`src/rtl/booth_pkg.sv`:
```
// Shared types and sizing helpers for the iterative radix-4 Booth multiplier.
package booth_pkg;

    typedef struct packed {
        logic zero;
        logic one;
        logic double;
        logic negate;
    } booth_digit_t;

    typedef enum logic [1:0] {
        IDLE = 2'd0,
        BUSY = 2'd1,
        DONE = 2'd2
    } state_t;

    // One extra digit beyond WIDTH/2 so unsigned operands with the top bit set recode correctly.
    function automatic int num_digits(input int width);
        return width / 2 + 1;
    endfunction

    function automatic int cnt_width(input int width);
        return $clog2(width / 2 + 2);
    endfunction

endpackage

```
`src/rtl/booth_digit_enc.sv`:
```
// Radix-4 Booth recoder: 3-bit multiplier window to {0, +-A, +-2A}.
module booth_digit_enc
    import booth_pkg::*;
(
    input  logic [2:0]   win,
    output booth_digit_t digit
);

    always_comb begin
        digit = '0;
        case (win)
            3'b001, 3'b010: digit.one = 1'b1;
            3'b011:         digit.double = 1'b1;
            3'b100:         begin digit.double = 1'b1; digit.negate = 1'b1; end
            3'b101, 3'b110: begin digit.one = 1'b1; digit.negate = 1'b1; end
            default:        digit.zero = 1'b1;
        endcase
    end

endmodule

```
`src/rtl/booth_mul_iter.sv`:
```
// Iterative radix-4 Booth multiplier, one digit per clock through a single shared adder.
// Optional macro BOOTH_MUL_EARLY_EXIT_EN finishes as soon as all remaining digits are zero.
module booth_mul_iter
    import booth_pkg::*;
#(
    parameter int WIDTH = 32
) (
    input  logic               clk,
    input  logic               rst,
    input  logic               in_valid,
    output logic               in_ready,
    input  logic               in_signed,
    input  logic [WIDTH-1:0]   in_a,
    input  logic [WIDTH-1:0]   in_b,
    output logic               out_valid,
    input  logic               out_ready,
    output logic [2*WIDTH-1:0] out_product
);

    localparam int N  = num_digits(WIDTH);
    localparam int CW = cnt_width(WIDTH);
    localparam int PW = 2 * WIDTH;
    localparam int MW = WIDTH + 3;
    localparam logic [CW-1:0] LAST_CNT = CW'(N - 1);

    state_t          state_q, state_d;
    logic [PW-1:0]   acc_q, acc_d;
    logic [PW-1:0]   mcand_q, mcand_d;
    logic [PW-1:0]   prod_q, prod_d;
    logic [MW-1:0]   mplier_q, mplier_d;
    logic [CW-1:0]   cnt_q, cnt_d;

    booth_digit_t    digit;
    logic            neg;
    logic [PW-1:0]   pp, sum;
    logic [MW-1:0]   mplier_sh;
    logic            last_digit;
    logic            a_ext, b_ext;

    booth_digit_enc u_enc (
        .win   (mplier_q[2:0]),
        .digit (digit)
    );

    assign a_ext = in_signed & in_a[WIDTH-1];
    assign b_ext = in_signed & in_b[WIDTH-1];

    // Negation is folded into the adder as invert plus carry-in.
    always_comb begin
        pp = '0;
        if (digit.one)    pp = mcand_q;
        if (digit.double) pp = {mcand_q[PW-2:0], 1'b0};
        neg       = digit.negate & ~digit.zero;
        sum       = acc_q + (pp ^ {PW{neg}}) + {{(PW-1){1'b0}}, neg};
        mplier_sh = {{2{mplier_q[MW-1]}}, mplier_q[MW-1:2]};
`ifdef BOOTH_MUL_EARLY_EXIT_EN
        last_digit = (cnt_q == LAST_CNT) || (&mplier_sh) || ~(|mplier_sh);
`else
        last_digit = (cnt_q == LAST_CNT);
`endif
    end

    always_comb begin
        state_d  = state_q;
        acc_d    = acc_q;
        mcand_d  = mcand_q;
        mplier_d = mplier_q;
        cnt_d    = cnt_q;
        prod_d   = prod_q;
        case (state_q)
            IDLE: begin
                if (in_valid) begin
                    state_d  = BUSY;
                    acc_d    = '0;
                    mcand_d  = {{WIDTH{a_ext}}, in_a};
                    mplier_d = {b_ext, b_ext, in_b, 1'b0};
                    cnt_d    = '0;
                end
            end
            BUSY: begin
                acc_d    = sum;
                mcand_d  = {mcand_q[PW-3:0], 2'b00};
                mplier_d = mplier_sh;
                cnt_d    = cnt_q + 1'b1;
                if (last_digit) begin
                    state_d = DONE;
                    prod_d  = sum;
                end
            end
            DONE: begin
                if (out_ready) state_d = IDLE;
            end
            default: state_d = IDLE;
        endcase
    end

    always_ff @(posedge clk) begin
        if (rst) begin
            state_q  <= IDLE;
            acc_q    <= '0;
            mcand_q  <= '0;
            mplier_q <= '0;
            cnt_q    <= '0;
            prod_q   <= '0;
        end else begin
            state_q  <= state_d;
            acc_q    <= acc_d;
            mcand_q  <= mcand_d;
            mplier_q <= mplier_d;
            cnt_q    <= cnt_d;
            prod_q   <= prod_d;
        end
    end

    assign in_ready    = (state_q == IDLE);
    assign out_valid   = (state_q == DONE);
    assign out_product = prod_q;

endmodule

```
`config.mk`:
```
export PLATFORM = sky130hd
export DESIGN_NAME = booth_mul_iter
export DESIGN_NICKNAME = d
export VERILOG_FILES = /design/src/rtl/booth_pkg.sv /design/src/rtl/booth_digit_enc.sv /design/src/rtl/booth_mul_iter.sv
export SDC_FILE = /design/constraint.sdc
export NUM_CORES = 1
export LEC_CHECK = 0
export ABC_CLOCK_PERIOD_IN_PS = 3700
export CAP_MARGIN = 30
export CORE_ASPECT_RATIO = 0.75
export CORE_MARGIN = 1.5
export CORE_UTILIZATION = 35
export CTS_BUF_LIST = sky130_fd_sc_hd__clkbuf_4
export DETAILED_ROUTE_END_ITERATION = 8
export PLACE_DENSITY = 0.65
export SLEW_MARGIN = 20
export SYNTH_ARGS = -nofsm -noshare
export SYNTH_HDL_FRONTEND = slang
export SYNTH_SLANG_ARGS = --single-unit
```
`constraint.sdc`:
```
create_clock -name clk -period 3.7 [get_ports clk]
set_input_delay 0.37 -clock clk [delete_from_list [all_inputs] [get_ports clk]]
set_output_delay 0.37 -clock clk [all_outputs]
set_load 0.01 [all_outputs]
```
==> flow_metrics.env <==
export IMPL_yosysTopAreaCell="dfxtp_1"
export IMPL_fin_area_mm2=0.0210
export IMPL_yosys_mux_area_fraction_pct=0.205
export IMPL_antenna_found_initial=1
export IMPL_yosysWarnings=0
export IMPL_busiest_layer="met1"
export IMPL_wl_per_cell_um=17.7
export IMPL_finalNonFillerCells=2953
export IMPL_dr_pass1_iters=6
export IMPL_leakagePower_uw=0.00889
export IMPL_violations="setup timing"
export IMPL_avgSynthCellArea_um2=7.48
export IMPL_cts_tree="done"
export IMPL_place_area_mm2=0.0184
export IMPL_min_path_cells=6
export IMPL_min_path_type="in -> reg"
export IMPL_vias=15900
export IMPL_port_buffers=134
export IMPL_synth_nets=2101
export IMPL_drtAntennaViolNets=0
export IMPL_cts_buffers=66
export IMPL_r2r_end="out_product[63]$_SDFFE_PP0P_"
export IMPL_yosys_area_share_adder_pct=6.11
export IMPL_grt_util_met1_pct=34.9
export IMPL_drt_wl_total_um=52300
export IMPL_final_nets=2489
export IMPL_power_density_mw_per_mm2=373
export IMPL_critPathKind="reg -> reg"
export IMPL_setup_viol=23
export IMPL_synth_xor_area_share_pct=7.47
export IMPL_tightest_slew_ns=0.836
export IMPL_slowest_stage="o31a_4"
export IMPL_async_flop_share_pct=0
export IMPL_p_total_uw=7820
export IMPL_cts_sinks=234
export IMPL_synth_seq_area_share_pct=32.0
export IMPL_rows=64
export IMPL_cp_end_kind="flop"
export IMPL_rrSetupSlack_ns=-0.12
export IMPL_drtIter0Drc=1187
export IMPL_period_share_pct=103
export IMPL_cap_violations=0
export IMPL_core_area_mm2=0.0410
export IMPL_areaGrowthSynthToFinish_pct=43.1
export IMPL_vias_per_cell=5.39
export IMPL_dp_hpwl_um=36500
export IMPL_netlist_area_leader_share_pct=32.0
export IMPL_finalHoldViolations=0
export IMPL_slew_viol_final=0
export IMPL_h_tree_depth=3
export IMPL_dieWidth_um=239
export IMPL_start_util_pct=35.8
export IMPL_ios=135
export IMPL_synth_top_family_by_area="compound AO/OA/AOI/OAI gates"
export IMPL_fin_ws_ns=-0.118
export IMPL_die_area_mm2=0.0431
export IMPL_fmax_mhz=262
export IMPL_ff2ff_path_depth=18
export IMPL_placed_cells=2790
export IMPL_gp_routability_congestion=0.967
export IMPL_chipHeight_um=180
export IMPL_cts_max_path_buffers=3
export IMPL_hold_end="acc_q[15]$_SDFFE_PP0P_"
export IMPL_netlist_area_mm2=0.0147
export IMPL_min_period_ns=3.82
export IMPL_final_common_cell="buf_4"
export IMPL_startpoint_type="flop"
export IMPL_critical_path_most_common_cell="buf_6"
export IMPL_drcViolationCount=0
export IMPL_clock_skew_ns=0.0774
export IMPL_rsz0062_at_grt="yes"
export IMPL_cp_arrival_ns=4.43
export IMPL_track_usage_pct=23.4
export IMPL_worstReg2RegStart="mplier_q[1]$_SDFFE_PP0P_"
export IMPL_clk_insertion_delay_late_ns=0.76
export IMPL_synth_compound_area_share_pct=26.7
export IMPL_ir_drop_mv=0.219
export IMPL_clk_pin_slew_ns=0.08
export IMPL_slowest_delay_ns=0.41
export IMPL_first_global_vias=14900
export IMPL_grt_max_degree=87
export IMPL_ys_ff_latch=234
export IMPL_grtUsageMet2_pct=33.9
export IMPL_synthCells=1961
export IMPL_crit_chain="buf_6 > xor2_4 > buf_6 > a22oi_2 > o21ai_2 > ha_1 > nand4_1 > nor2_4 > buf_6 > nand4_1 > o31a_4 > buf_6 > o31ai_4 > a21oi_2 > buf_4 > o31ai_4 > xnor2_2 > a211oi_2"
export IMPL_yosys_area_share_simple_pct=23.0
export IMPL_ys_flop_type="dfxtp_1"
export IMPL_slew_headroom_pct=44.3
export IMPL_required_ns=4.31
export IMPL_overflow=0
export IMPL_post_route_cells_drive_above_1_share_pct=27.4
export IMPL_status="finished with violations"
export IMPL_mostFrequentLayoutCells="buf_4 (304), nor2_1 (268), dfxtp_1 (229)"
export IMPL_synthTopCellsByArea="dfxtp_1 (32%), a21oi_1 (7.3%), nor2_1 (7.2%)"
export IMPL_cp_max_fo=5
export IMPL_fin_hold_ws_ns=0.223
export IMPL_nFillCells=3955
export IMPL_grt_met3_usage_pct=4.49
export IMPL_synth_edf_count=0
export IMPL_root_buffer="clkbuf_4"
export IMPL_grt_pass1_wl_um=81400
export IMPL_hold_start="in_valid"
export IMPL_yosysUniqueCellTypes=73
## per-layer routing
| metal | wire [um] | up-vias |
|---|---|---|
| met4 | 1080 | 0 |
| met3 | 4040 | 91 |
| met5 | 0 | - |
| met1 | 25200 | 7492 |
| met2 | 22000 | 587 |
| li1 | - | 7751 |
## area by class of cell
class	instances	area, um2	area share, %
inverters	19	71.3	0.340
well taps	561	702	3.35
diodes	1	2.50	0.0119
flip-flops and latches	234	4700	22.4
clock inverters	15	92.6	0.441
clock buffers	95	713	3.40
repair buffers	480	4250	20.3
multi-input cells	1548	10400	49.8
## stage by stage
stage	TNS, ns	worst slack (ns)	util, %
finish	-1.10	-0.118	51.2
global placement	-19.21	-0.621	44.9
floorplan	0	0.0118	-
global route	-6.99	-0.272	51.2
CTS	-1.10	-0.135	48.5
detailed placement	-22.21	-0.636	45.0
## where the power goes
group	internal [uW]	switching, uW	total, uW	leakage [uW]
registers	2660	155	2810	0.00191
logic	1190	1380	2570	0.00649
clock network	1250	1190	2430	0.000493
total	5100	2720	7820	0.00889
## cell families after synthesis
kind of cell / after synthesis
AND/OR/NAND/NOR: 731
AO/OA/AOI/OAI: 618
flip-flops: 234
buffers and inverters: 179
XOR/XNOR: 125
adder cells (fa/ha/maj): 71
multiplexers: 3
## sequential cells by signal, indices dropped and copies added (netlist names)
register and flops:
mcand_q 64, mplier_q 35, acc_q 64, cnt_q 5, state_q 2, out_product 64
## cells in the mapped netlist, drive strengths merged (6+ instances only)
library cell,count
dfxtp,234
o21bai,10
buf,17
nand2b,10
nor4,6
a21oi,215
nor2,281
ha,70
o21ai,132
a22oi,126
o21a,8
nand3b,14
inv,19
nand4,27
xor2,85
a22o,17
nor3,78
o211ai,9
xnor2,40
nand2,180
a31oi,6
a211oi,20
nor2b,77
nand3,23
a21o,32
or2,6
clkbuf,143
## how the worst max path moves through the flow
stage	start	end	slack, ns	cells past startpoint
finish	mplier_q[1]$_SDFFE_PP0P_	out_product[63]$_SDFFE_PP0P_	-0.12	18
global route	mplier_q[1]$_SDFFE_PP0P_	acc_q[63]$_SDFFE_PP0P_	-0.27	19
CTS	mplier_q[1]$_SDFFE_PP0P_	acc_q[61]$_SDFFE_PP0P_	-0.13	18
detailed placement	mplier_q[1]$_SDFFE_PP0P_	out_product[63]$_SDFFE_PP0P_	-0.64	18
global placement	mplier_q[1]$_SDFFE_PP0P_	out_product[63]$_SDFFE_PP0P_	-0.62	18
floorplan	mplier_q[1]$_SDFFE_PP0P_	acc_q[61]$_SDFFE_PP0P_	0.01	17
## worst max-delay path: cells and delay by family (launching register included)
family / cells / cell delay [ns]
fa+ha+maj: 1 / 0.32
simple gates: 3 / 0.49
flops: 1 / 0.34
xor+xnor: 2 / 0.35
buf+inv: 5 / 0.70
compound gates: 7 / 1.47
## what timing repair did
item	CTS	global route
buffers inserted	25	24
gates resized for setup	124	180
pin swaps	56	90
gates cloned	1	4
hold endpoints to repair	15	0
hold buffers	1	0
setup endpoints to repair	75	78
Note: power is estimated with default switching activity, not from simulation.
